===== src/rtl/pipe_tag_pkg.sv =====
`default_nettype none
// ============================================================================
//  Module      : pipe_tag_pkg
//  Description : Shared defaults and modular tag-ordering helper for the
//                pipeline tag tracker.
//  Revision    : 1.0 - initial release
// ============================================================================
package pipe_tag_pkg;

   localparam int c_DEF_STAGES  = 5;
   localparam int c_DEF_TAG_W   = 6;
   localparam int c_DEF_STALL_W = 8;

   // True when tag a is strictly newer than tag b, within half the tag space
   // of a w-bit wrapping counter.
   function automatic logic tag_after(input logic [31:0] a,
                                      input logic [31:0] b,
                                      input int          w);
      logic [31:0] mask;
      logic [31:0] half;
      logic [31:0] d;
      mask = (32'd1 << w) - 32'd1;
      half = 32'd1 << (w - 1);
      d    = (a - b) & mask;
      return (d != 32'd0) && (d < half);
   endfunction

endpackage : pipe_tag_pkg
`default_nettype wire


===== src/rtl/pipe_tag_stage.sv =====
`default_nettype none
// ============================================================================
//  Module      : pipe_tag_stage
//  Description : One tracked pipeline stage: tag/valid register plus an
//                optional wait counter (enabled by PIPE_TAG_STALL_CNT_EN).
//  Revision    : 1.0 - initial release
// ============================================================================
module pipe_tag_stage
   import pipe_tag_pkg::*;
#(
   parameter int TAG_W   = c_DEF_TAG_W,
   parameter int STALL_W = c_DEF_STALL_W
) (
   input  logic               clk,
   input  logic               rst,
   input  logic               cap,
   input  logic               leave,
   input  logic               flush,
   input  logic [TAG_W-1:0]   src_tag,
   input  logic               src_vld,
   output logic [TAG_W-1:0]   tag,
   output logic               vld,
   output logic [STALL_W-1:0] stall_cnt
);

   logic [TAG_W-1:0] r_tag;
   logic             r_vld;

   // Capture takes the upstream token; flush always wins on the valid bit,
   // and a departure without a new capture leaves a bubble (tag held).
   always_ff @(posedge clk) begin
      if (rst) begin
         r_tag <= '0;
         r_vld <= 1'b0;
      end else if (cap) begin
         r_tag <= src_tag;
         r_vld <= src_vld & ~flush;
      end else if (leave || flush) begin
         r_vld <= 1'b0;
      end
   end

   assign tag = r_tag;
   assign vld = r_vld;

`ifdef PIPE_TAG_STALL_CNT_EN
   localparam logic [STALL_W-1:0] c_STALL_MAX = '1;
   logic [STALL_W-1:0] r_stall;

   // Saturating count of cycles the resident token has waited here.
   always_ff @(posedge clk) begin
      if (rst) begin
         r_stall <= '0;
      end else if (cap || leave || flush) begin
         r_stall <= '0;
      end else if (r_vld && (r_stall != c_STALL_MAX)) begin
         r_stall <= r_stall + STALL_W'(1);
      end
   end

   assign stall_cnt = r_stall;
`else
   assign stall_cnt = '0;
`endif

endmodule : pipe_tag_stage
`default_nettype wire


===== src/rtl/pipe_tag_tracker.sv =====
`default_nettype none
// ============================================================================
//  Module      : pipe_tag_tracker
//  Description : Verification-side tag tracker for an N-stage in-order
//                pipeline: tag allocation, per-stage valid/flush tracking,
//                retire reporting, token-loss and retire-order checks.
//                Optional per-stage wait counters: PIPE_TAG_STALL_CNT_EN.
//  Revision    : 1.0 - initial release
// ============================================================================
module pipe_tag_tracker
   import pipe_tag_pkg::*;
#(
   parameter int STAGES  = c_DEF_STAGES,
   parameter int TAG_W   = c_DEF_TAG_W,
   parameter int STALL_W = c_DEF_STALL_W
) (
   input  logic                       clk,
   input  logic                       rst,
   input  logic [STAGES-1:0]          adv,
   input  logic [STAGES-1:0]          flush,
   input  logic                       ret,
   output logic [STAGES*TAG_W-1:0]    tag,
   output logic [STAGES-1:0]          vld,
   output logic [TAG_W-1:0]           next_tag,
   output logic                       retire_vld,
   output logic [TAG_W-1:0]           retire_tag,
   output logic                       lost_err,
   output logic                       order_err,
   output logic [STAGES*STALL_W-1:0]  stall_cnt
);

   localparam int c_LAST = STAGES - 1;

   logic [TAG_W-1:0]  r_next_tag;
   logic              r_retire_vld;
   logic [TAG_W-1:0]  r_retire_tag;
   logic              r_lost_err;
   logic              r_order_err;
   logic              r_first;
   logic [TAG_W-1:0]  r_last_ret;

   logic [TAG_W-1:0]  w_tag     [STAGES];
   logic [TAG_W-1:0]  w_src_tag [STAGES];
   logic [STAGES-1:0] w_src_vld;
   logic [STAGES-1:0] w_leave;
   logic              w_retire;
   logic              w_lost;
   logic              w_order_bad;

   genvar s;
   generate
      for (s = 0; s < STAGES; s++) begin : g_stage
         if (s == 0) begin : g_head
            assign w_src_tag[s] = r_next_tag;
            assign w_src_vld[s] = 1'b1;
         end else begin : g_body
            assign w_src_tag[s] = w_tag[s-1];
            assign w_src_vld[s] = vld[s-1];
         end

         if (s == c_LAST) begin : g_tail
            assign w_leave[s] = ret & vld[s];
         end else begin : g_mid
            assign w_leave[s] = adv[s+1];
         end

         pipe_tag_stage #(
            .TAG_W   (TAG_W),
            .STALL_W (STALL_W)
         ) u_stage (
            .clk       (clk),
            .rst       (rst),
            .cap       (adv[s]),
            .leave     (w_leave[s]),
            .flush     (flush[s]),
            .src_tag   (w_src_tag[s]),
            .src_vld   (w_src_vld[s]),
            .tag       (w_tag[s]),
            .vld       (vld[s]),
            .stall_cnt (stall_cnt[s*STALL_W +: STALL_W])
         );

         assign tag[s*TAG_W +: TAG_W] = w_tag[s];
      end
   endgenerate

   // A live, unflushed token overwritten by a capture that did not move it on.
   assign w_lost      = |(adv & vld & ~flush & ~w_leave);
   assign w_retire    = ret & vld[c_LAST] & ~flush[c_LAST];
   assign w_order_bad = ~r_first &
                        ~tag_after(32'(w_tag[c_LAST]), 32'(r_last_ret), TAG_W);

   // Allocator: each stage-0 capture consumes one tag.
   always_ff @(posedge clk) begin
      if (rst) begin
         r_next_tag <= '0;
      end else if (adv[0]) begin
         r_next_tag <= r_next_tag + TAG_W'(1);
      end
   end

   // Retire reporting, order tracking and sticky error flags.
   always_ff @(posedge clk) begin
      if (rst) begin
         r_retire_vld <= 1'b0;
         r_retire_tag <= '0;
         r_lost_err   <= 1'b0;
         r_order_err  <= 1'b0;
         r_first      <= 1'b1;
         r_last_ret   <= '0;
      end else begin
         r_retire_vld <= w_retire;
         if (w_lost) begin
            r_lost_err <= 1'b1;
         end
         if (w_retire) begin
            r_retire_tag <= w_tag[c_LAST];
            r_last_ret   <= w_tag[c_LAST];
            r_first      <= 1'b0;
            if (w_order_bad) begin
               r_order_err <= 1'b1;
            end
         end
      end
   end

   assign next_tag   = r_next_tag;
   assign retire_vld = r_retire_vld;
   assign retire_tag = r_retire_tag;
   assign lost_err   = r_lost_err;
   assign order_err  = r_order_err;

endmodule : pipe_tag_tracker
`default_nettype wire


===== config.mk =====
export PLATFORM = sky130hd
export DESIGN_NAME = pipe_tag_tracker
export DESIGN_NICKNAME = d
export VERILOG_FILES = /design/src/rtl/pipe_tag_pkg.sv /design/src/rtl/pipe_tag_stage.sv /design/src/rtl/pipe_tag_tracker.sv
export SDC_FILE = /design/constraint.sdc
export NUM_CORES = 1
export LEC_CHECK = 0
export CAP_MARGIN = 20
export CORE_MARGIN = 4
export CORE_UTILIZATION = 46
export DETAILED_ROUTE_END_ITERATION = 16
export PLACE_DENSITY = 0.85
export SETUP_SLACK_MARGIN = 0.05
export SYNTH_ARGS = -nofsm -noshare
export SYNTH_HDL_FRONTEND = slang
export SYNTH_SLANG_ARGS = --single-unit

===== constraint.sdc =====
create_clock -name clk -period 3.5 [get_ports clk]
set_clock_uncertainty 0.2 [all_clocks]
set_input_delay 0.875 -clock clk [delete_from_list [all_inputs] [get_ports clk]]
set_output_delay 0.875 -clock clk [all_outputs]
set_load 0.05 [all_outputs]

# After elaboration in Yosys (flattened, before gate mapping)
# Index checks and enable logic that the tools add are counted.
# totals
ff_bits,51
word_cells,62
# op_classes
n_addsub,2
n_lt_le_gt_ge,1
mux,10
bitwise,19
n_reduce_logical,14
# ops
op,count
32-bit nonzero test,1
5-bit bitwise AND,3
1-bit 2-to-1 mux,10
5-bit inverter,2
2-bit nonzero test,5
1-bit bitwise AND,7
1-bit inverter,7
"6-bit by 1-bit adder with 6-bit output, second input constant",1
"6-bit < comparator, second input constant",1
6-bit subtractor,1
1-bit logical OR,5
5-bit OR reduction,1
2-bit AND reduction,1
1-bit logical AND,1

# Depth between registers and ports, before layout
# Gate-level depths: netlist of the first run.
# depth
word_depth,6
ltp_mapped,8
mapped_depth_nobuf,8

# Hierarchy
# From an unflattened synthesis of the first run, not the netlist that was laid out.
# hier_totals
hier_cells,263
hier_area_um2,2498.6
# modules_own_cells
module,n_inst,cells_per_inst,area_per_inst_um2
pipe_tag_stage,5,32,322.8
pipe_tag_tracker,1,103,884.6

# Worst setup path after synthesis of the first run
# No wires, ideal clock.
# synth_timing
kind,register to register
startpoint,register g_stage[4].u_stage.r_tag[0]
endpoint,register r_order_err (netlist: order_err)
setup_ns,0.124
arrival_ns,2.057
required_time_ns,3.176
setup_slack_ns,1.119
stages_incl_launch_ff,9
n_path_buf,0
synth_period_minus_slack_ns,2.381
cell_sequence,dfxtp_1 > inv_1 > ha_1 > fa_1 > nand2b_1 > a21oi_1 > xnor2_1 > a311oi_2 > o41ai_2
# synth_via
elab_chain_len,6
elab_cells_between_ends,7
# synth_rtl
item,line,rtl
from (decl),pipe_tag_stage.sv:26,logic [TAG_W-1:0] r_tag;
from (signal assigned),pipe_tag_stage.sv:36,r_tag <= src_tag;
6-bit subtractor *,pipe_tag_pkg.sv:24,d = (a - b) & mask;
6-bit < comparator / 32-bit nonzero test (equally long branches),pipe_tag_pkg.sv:25,return (d != 32'd0) && (d < half);
1-bit logical AND *,pipe_tag_pkg.sv:25,
1-bit inverter *,pipe_tag_tracker.sv:91,"~tag_after(32'(w_tag[c_LAST]), 32'(r_last_ret), TAG_W);"
1-bit bitwise AND *,pipe_tag_tracker.sv:90,assign w_order_bad = ~r_first &
2-bit AND reduction (no line) *,--,
to (signal assigned),pipe_tag_tracker.sv:108,r_order_err <= 1'b0;
to (signal assigned),pipe_tag_tracker.sv:121,r_order_err <= 1'b1;
to (decl),pipe_tag_tracker.sv:38,logic r_order_err;
# Mark *: on every way between the ends. The rest lies on a longest branch, timed or not.
# A chain may end at the register's enable or synchronous reset.

# Final worst setup path of the first run
# layout_timing
startpoint,register g_stage[4].u_stage.r_tag[1]
endpoint,output tag[25]
# layout_rtl
item,line,rtl
to (decl),pipe_tag_tracker.sv:22,"output logic [STAGES*TAG_W-1:0] tag,"
# No word-level cell between the ends.

==> results.md, run 1 <==
- The synthesis-to-finish area growth is 23.7%.
- The cell area reported after detailed placement is 2940 um^2.
- The via count of the first global-routing pass is 1,775.
- The number of cell rows is 26.
- For the worst setup path, the data required time is 2420 ps.
- Setup violations remaining at the end of the flow were counted as 0.
- The kind of end point of the critical path is an output pin.
- CTS placed an instance of clkbuf_8 at the clock tree root.
- The internal portion of the total power is 0.000829 W.
- Counting flops with a built-in enable in the synthesized netlist gives 0.
- The synthesized design contains 51 register bits.
- The routed design could run at a clock period as short as 2660 ps.
- The total area inside the core boundary comes to 5140 um^2.
- Clock-pin slew was measured on the worst setup and hold paths at 80 ps.
- For this run, asynchronously set or reset flops after synthesis account for 0.
- The element type at the critical path start is a register.
- The multi-input logic area is 1160 um^2.
- The fraction of layout cells with a size suffix above 1 is 0.0431.
- The repair_antennas step left the layout with diodes totalling 0.
- The post-placement cell count is 388.
- After global routing the overflow that remains totals 0.
- The initial antenna violation count is 0.
- The number of buffers created by CTS is 5.
- The filler cell count is 455.
- Dividing the detail-routed wire length by the instance count gives 13.5 um.
- The clock insertion delay at the later pin of the skew report is 310 ps.
- The type of the worst setup path is register to output pin.
- The count of clock tree sinks is 51.
- The count of input and output buffers is 62.
- For the pin with the worst max-slew slack, the measured transition is 685 ps.
- The total power of the final layout is 0.00117 W.
- The sum of negative setup slack is 0 ps.
- After synthesis the cells add up to 2460 um^2.
- The effective utilization at floorplan is 0.479.
- The worst slew margin relative to its limit is 0.543.
- The first global-routing pass estimated 8380 um of wire.
- Of the total power, the share spent switching nets is 0.291.
- The number of buffer and inverter instances along the worst setup path is 1.
- Of all nets on the critical path, the largest fanout is 5.
- The critical path goes through clkdlybuf4s50_1.
- The post-route cell area is 3050 um^2.
- The run finished with clean final reports.
- The net count of the finished layout is 345.
- The largest single stage delay on the critical path is 840 ps.
- The most common flop cell mapped by yosys is dfxtp_1.
- The highest attainable clock frequency is 377 MHz.
- The first-iteration detailed-routing DRC count is 70.
- By area the synthesized netlist is led by dfxtp_1 (41%), buf_4 (14%), mux2i_1 (13%).
- For this design, the CTS-stage hold fixing added 0 buffers.
- Once detail routing completed, the nets flagged for antenna violations numbered 0.
- The overall global routing resource usage is 0.166.
- The maximum buffer depth of the clock tree is 2.
- Of the total power, combinational logic draws 0.154.
- Once the clock tree was built, the setup fixing pass inserted 0 buffers.
- The cell type of the slowest stage on the worst timing path is clkdlybuf4s50_1.
- Routability-driven placement finished with a final weighted congestion of 0.771.
- The total DRC errors in the routed layout is 0.
- For this design the total switching power over the nets is 0.000340 W.
- The die is 81.1 um tall.
- The total count of hold-check failures in the final report is 0.
- The count of cells resized by post-cts repair is 0.
- The category of cells accounting for the largest share of critical-path delay is buffers and inverters.
- Of the total power, the clock network draws 0.340.
- The clock tree from TritonCTS is yes.
- The maximum number of pins on one net before global-route repair is 38.
- The number of standard cells in the layout, taps in and fillers out is 395.
- Synthesis handed over a netlist of 272 instances.
- The total via count after detailed routing is 1,885.
- Yosys mapped the design onto 34 distinct sky130hd cell types.
- The leakage power is 1.26 nW.
- The CTS H-tree depth is 2.
- The share of total power dissipated in sequential elements is 0.505.
- The worst-case IR drop observed on VDD is 0.205 mV.
- The die is 81.1 um wide.
- The proportion of synthesized chip area in sequential cells is 0.415.
- Setup repair after global routing left no endpoint under its margin.
- Summing all flip-flop and latch instances after layout gives 1020 um^2.
- The path type of the worst min-delay path is register to register.
- In the finished design, the share of the clock period the worst path needs comes to 0.759.
- The power per cell area is 384 nW/um^2.
- The average instance area after synthesis is 9.05 um^2.
- The total count of max-transition violations in the final report is 0.
- Pin placement for this block handled 103 I/O pins.
- The via count normalized by instance count is 4.77.
- The data arrival time at the worst-slack endpoint is 1580 ps.
- The number of iterations in the first detailed-routing pass is 4.
- The max-cap violation count is 0.
- Summed over all instances, the cell type with the most area after synthesis is dfxtp_1.
- The wire length reported by the detailed router is 5340 um.
- The area share of the largest cell type after synthesis is 0.415.
- The HPWL reported at the end of detailed placement is 3900 um.
- For this run, the number of Yosys warnings is 0.
- The die covers 6580 um^2.
[metrics by stage]
stage,setup slack [ps],hold slack [ps],util
2_1_floorplan,1120,242,-
3_3_place_gp,1020,250,0.572
3_5_place_dp,950,267,0.572
4_1_cts,834,281,0.593
5_1_grt,785,292,0.593
6_report,844,280,0.593
[power by group through the flow]
stage | Combinational (W) | Clock (W) | Sequential [W]
2_1_floorplan | 0.000169 | 0 | 0.000620
3_3_place_gp | 0.000178 | 0 | 0.000605
3_5_place_dp | 0.000179 | 0 | 0.000605
4_1_cts | 0.000179 | 0.000402 | 0.000591
5_1_grt | 0.000190 | 0.000426 | 0.000592
6_report | 0.000180 | 0.000398 | 0.000591
[registers in the layout (all words and copies together) (netlist names)]
| name | flops |
|---|---|
| next_tag | 6 |
| g_stage.u_stage.tag | 30 |
| retire_vld | 1 |
| r_last_ret | 6 |
| r_first | 1 |
| lost_err | 1 |
| g_stage.u_stage.vld | 5 |
| order_err | 1 |
[logic make-up (layout without fill, tap and decap cells)]
family,after synthesis,in the layout,synth area share
AO/OA/AOI/OAI,28,28,0.0727
XOR/XNOR,7,7,0.0249
adder cells (fa/ha/maj),7,7,0.0386
buffers and inverters,66,80,0.172
flip-flops,51,51,0.415
multiplexers,31,31,0.126
other,1,40,0.00152
AND/OR/NAND/NOR,81,81,0.149
[Yosys cell counts (3+ instances only)]
library cell and number:
nand3_1 6, dfxtp_1 51, buf_2 6, xor2_1 4, nand2_1 10, mux2i_1 31, a21oi_1 17, nand2b_1 6
ha_1 6, buf_4 45, xnor2_1 3, nor2_1 44, nor3_1 5, clkbuf_1 7, inv_1 8
[layout by cell type (no fill, tap or decap), drive strengths merged]
cell type and instances:
a21o 1, a21oi 17, a22oi 1, a311oi 1, a31o 1, a31oi 2
and2 1, buf 4, bufinv 1, clkbuf 5, clkdlybuf4s50 61, clkinvlp 1
conb 40, dfxtp 51, fa 1, ha 6, inv 8, mux2i 31
nand2 10, nand2b 6, nand3 6, nand4 2, nor2 45, nor2b 1
nor3 5, nor3b 1, nor4bb 2, o21a 1, o21ai 2, o41ai 2
or3 2, xnor2 3, xor2 4
[cell type report]
type                       count  share of cell area
multi-input combinational    194               0.382
clock inverter                 2              0.0123
inverter                       8             0.00986
timing repair buffer          65               0.210
tap                           70              0.0288
clock buffer                   5              0.0226
sequential                    51               0.335
[layer usage]
layer | share of wire | routed length [um] | global-route usage | up-vias
li1 | - | - | - | 926
met1 | 0.45 | 2400 | 0.210 | 864
met2 | 0.44 | 2350 | 0.255 | 85
met3 | 0.094 | 504 | 0.0676 | 10
met4 | 0.017 | 89 | 0.0541 | 0
met5 | 0 | 0 | 0 | -
[path summary, 6_finish.rpt]
| path | from | depth (start not counted) | end | slack (ps) |
|---|---|---|---|---|
| setup reg to reg | g_stage[4].u_stage.tag[0] | 8 | order_err | 1160 |
| hold / removal | r_last_ret[3] | 2 | r_last_ret[3] | 280 |
| hold reg to reg | r_last_ret[3] | 2 | r_last_ret[3] | 280 |
| setup / recovery | g_stage[4].u_stage.tag[1] | 1 | tag[25] | 840 |
No activity file was read; power rests on OpenSTA's default activity.
==> run 2, diff against run 1 <==
--- a/config.mk
+++ b/config.mk
@@ -7,9 +7,9 @@
 export LEC_CHECK = 0
 export CAP_MARGIN = 20
 export CORE_MARGIN = 4
-export CORE_UTILIZATION = 46
+export CORE_UTILIZATION = 43
 export DETAILED_ROUTE_END_ITERATION = 16
-export PLACE_DENSITY = 0.85
+export PLACE_DENSITY = 0.81
 export SETUP_SLACK_MARGIN = 0.05
 export SYNTH_ARGS = -nofsm -noshare
 export SYNTH_HDL_FRONTEND = slang
==> constraint.sdc (replaced) <==
create_clock -name clk -period 2.7 [get_ports clk]
set_clock_uncertainty 0.2 [all_clocks]
set_input_delay 0.675 -clock clk [delete_from_list [all_inputs] [get_ports clk]]
set_output_delay 0.675 -clock clk [all_outputs]
set_load 0.05 [all_outputs]
==> run 2 against run 1 <==
Total power grew 24%. Sequential power grew 30%. Final cell count grew 1.5%. Wire length shrank 3.3%. Clock-buffer cell count grew 1. Worst hold slack lost 9.8 ps. Die area grew 6.3%. First-iteration DRC count grew 34%. Largest cell class unchanged.
==> results.md, run 2 (synthesis results as in run 1) <==
- The sum of negative setup slack was 0 ps (unchanged).
- The remaining antenna violation count is 0 (unchanged).
- The fraction of layout cells with a size suffix above 1 is 0.0547 (was 0.0431).
- The first-iteration detailed-routing DRC count came to 94 (was 70).
- The number of iterations in the first detailed-routing pass was 4 (unchanged).
- The count of input and output buffers was 62 (unchanged).
- The clock insertion delay at the later pin of the skew report was 300 ps (was 310 ps).
- The count of clock tree sinks is 51 (unchanged).
- The total count of max-transition violations in the final report is 0 (unchanged).
- The net count of the finished layout came to 349 (was 345).
- The max-cap violation count is 0 (unchanged).
- The kind of end point of the critical path was an output pin (unchanged).
- The share of the clock period used by the worst path after layout is 0.909.
- The total count of hold-check failures in the final report is 0 (unchanged).
- The type of the worst setup path is register to output pin (unchanged).
- The number of buffer and inverter instances along the worst setup path is 1 (unchanged).
- The worst slew margin relative to its limit was 0.521 (was 0.543).
- Outcome: completed (unchanged).
- The effective utilization at floorplan is 0.444 (was 0.479).
- The die width is 83.7 um (was 81.1 um).
- Subtracting the final worst setup slack from the clock period gives 2450 ps.
- The path type of the worst min-delay path is register to register (unchanged).
- The via count of the first global-routing pass is 1,844 (was 1,775).
- The cell count along the critical path was 1 (unchanged).
- Commonest non-fill, non-tap cells in the layout: clkdlybuf4s50_1 (61), dfxtp_1 (51), nor2_1 (44) (unchanged).
- The category of cells accounting for the largest share of critical-path delay is buffers and inverters (unchanged).
- The initial antenna violation count came to 0 (unchanged).
- The worst hold slack is 270 ps (was 280 ps).
- The global-route wire length before repair is 8720 um (was 8380 um).
- RSZ-0062 raised after global routing: no (unchanged).
- The count of cells resized by post-cts repair is 0 (unchanged).
- The data arrival time at the worst-slack endpoint is 1580 ps (about the same).
- The total power of the final layout is 0.00145 W (was 0.00117 W).
- The number of buffers inserted by post-CTS setup repair is 0 (unchanged).
- The leakage power is 1.27 nW (was 1.26 nW).
- The number of stages on the worst hold path is 1 (was 2).
- The highest attainable clock frequency is 407 MHz.
- The final RePlAce weighted congestion is 0.776 (was 0.771).
- The power per cell area was 473 nW/um^2 (was 384 nW/um^2).
- The clock slew at the register clock pins of the worst setup and hold paths is 90 ps (was 80 ps).
- The average routed wire per standard cell is 12.9 um (was 13.5 um).
- The antenna cell count is 0 (unchanged).
- The maximum number of pins on one net before global-route repair is 40 (was 38).
- The HPWL reported at the end of detailed placement was 3850 um (was 3900 um).
- The number of failing setup endpoints in the final timing report is 0 (unchanged).
- Chain of cells forming the critical path: clkdlybuf4s50_1 (unchanged).
- The delay of the slowest critical-path stage is 840 ps (about the same).
- The total DRC errors in the routed layout is 0 (unchanged).
- The cell type of the slowest stage on the worst timing path is clkdlybuf4s50_1 (unchanged).
- The post-placement cell count is 394 (was 388).
- The core footprint is 5540 um^2 (was 5140 um^2).
- The die outline area was 7000 um^2 (was 6580 um^2).
- The number of buffers created by CTS was 5 (unchanged).
- The maximum net fanout on the critical path was 5 (unchanged).
- The length in cells of the worst reg-to-reg path came to 8 (unchanged).
- The wire length reported by the detailed router is 5170 um (was 5340 um).
- The overall global routing resource usage is 0.149 (was 0.166).
- The clock tree from TritonCTS is yes (unchanged).
- The height of the die is 83.7 um (was 81.1 um).
- The boundary pin count is 103 (unchanged).
- The number of flip-flops under the largest register name was 30 (unchanged).
- The CTS H-tree depth is 2 (unchanged).
- The leftover overflow at the end of global routing is 0 (unchanged).
- The root buffer selected by CTS was clkbuf_8 (unchanged).
- The critical path data required time is 1820 ps (was 2420 ps).
- The number of standard cells in the layout, taps in and fillers out came to 401 (was 395).
- The via count normalized by instance count is 4.69 (was 4.77).
- The worst ir drop on vdd is 0.221 mV (was 0.205 mV).
- The leading cell type in the layout, fill and taps excluded is clkdlybuf4s50_1 (unchanged).
- The synthesis-to-finish area growth came to 24.3% (was 23.7%).
- The maximum buffer depth of the clock tree was 2 (unchanged).
- The element type at the critical path start is a register (unchanged).
- The number of buffers inserted for hold repair after clock tree synthesis was 0 (unchanged).
- The worst-margin pin slew is 719 ps (was 685 ps).
- The total via count after detailed routing came to 1,881 (was 1,885).
- The number of cell rows is 27 (was 26).
run 2: changes by cell type in the layout (fill, tap and decap cells not counted), sizes merged:
cell / change
bufinv: -1
buf: +4
clkinvlp: -1
clkbuf: +1
clkinv: +1
run 2: area by class of cell:
cell class / count / area (um^2)
Timing Repair Buffer: 69 / 668
Multi-Input combinational cell: 194 / 1160
Inverter: 8 / 30.0
Sequential cell: 51 / 1020
Clock inverter: 1 / 5.00
Fill cell: 537 / 2480
Tap cell: 72 / 90.1
Clock buffer: 6 / 82.6
run 2: report_power, final:
part / leakage (nW) / total, W / switching [W] / internal [W]
Combinational: 0.816 / 0.000238 / 0.000189 / 0.0000488
Clock: 0.0470 / 0.000442 / 0.000240 / 0.000202
Sequential: 0.411 / 0.000766 / 0.00000781 / 0.000758
Total: 1.27 / 0.00145 / 0.000438 / 0.00101
run 2: metrics by stage:
step	worst slack, ps	utilization	area (um^2)
final	245	0.552	3060
after global routing	173	0.552	3060
after CTS	211	0.552	3060
after detailed placement	492	0.536	2970
after global placement	522	0.536	2970
after floorplan	319	-	2610
run 2: worst paths after layout:
path	startpoint	endpoint	slack, ps
min reg2reg	r_first	order_err	270
max	next_tag[0]	next_tag[0]	250
min	r_first	order_err	270
max reg2reg	g_stage[4].u_stage.tag[0]	order_err	490
run 2: worst reg2reg max path, delay by kind of cell, from the launching register on:
kind                     cells  cell delay (ps)
adder cells (fa/ha/maj)      2              610
flip-flops                   1              400
AO/OA/AOI/OAI                3              530
buffers and inverters        1               60
XOR/XNOR                     1              100
AND/OR/NAND/NOR              1              190
run 2: metal layers:
layer,global-route usage,routed length [um],vias to the layer above
li1,-,-,922
met1,0.189,2330,878
met2,0.230,2320,72
met3,0.0602,449,9
met4,0.0468,72,0
met5,0,0,-
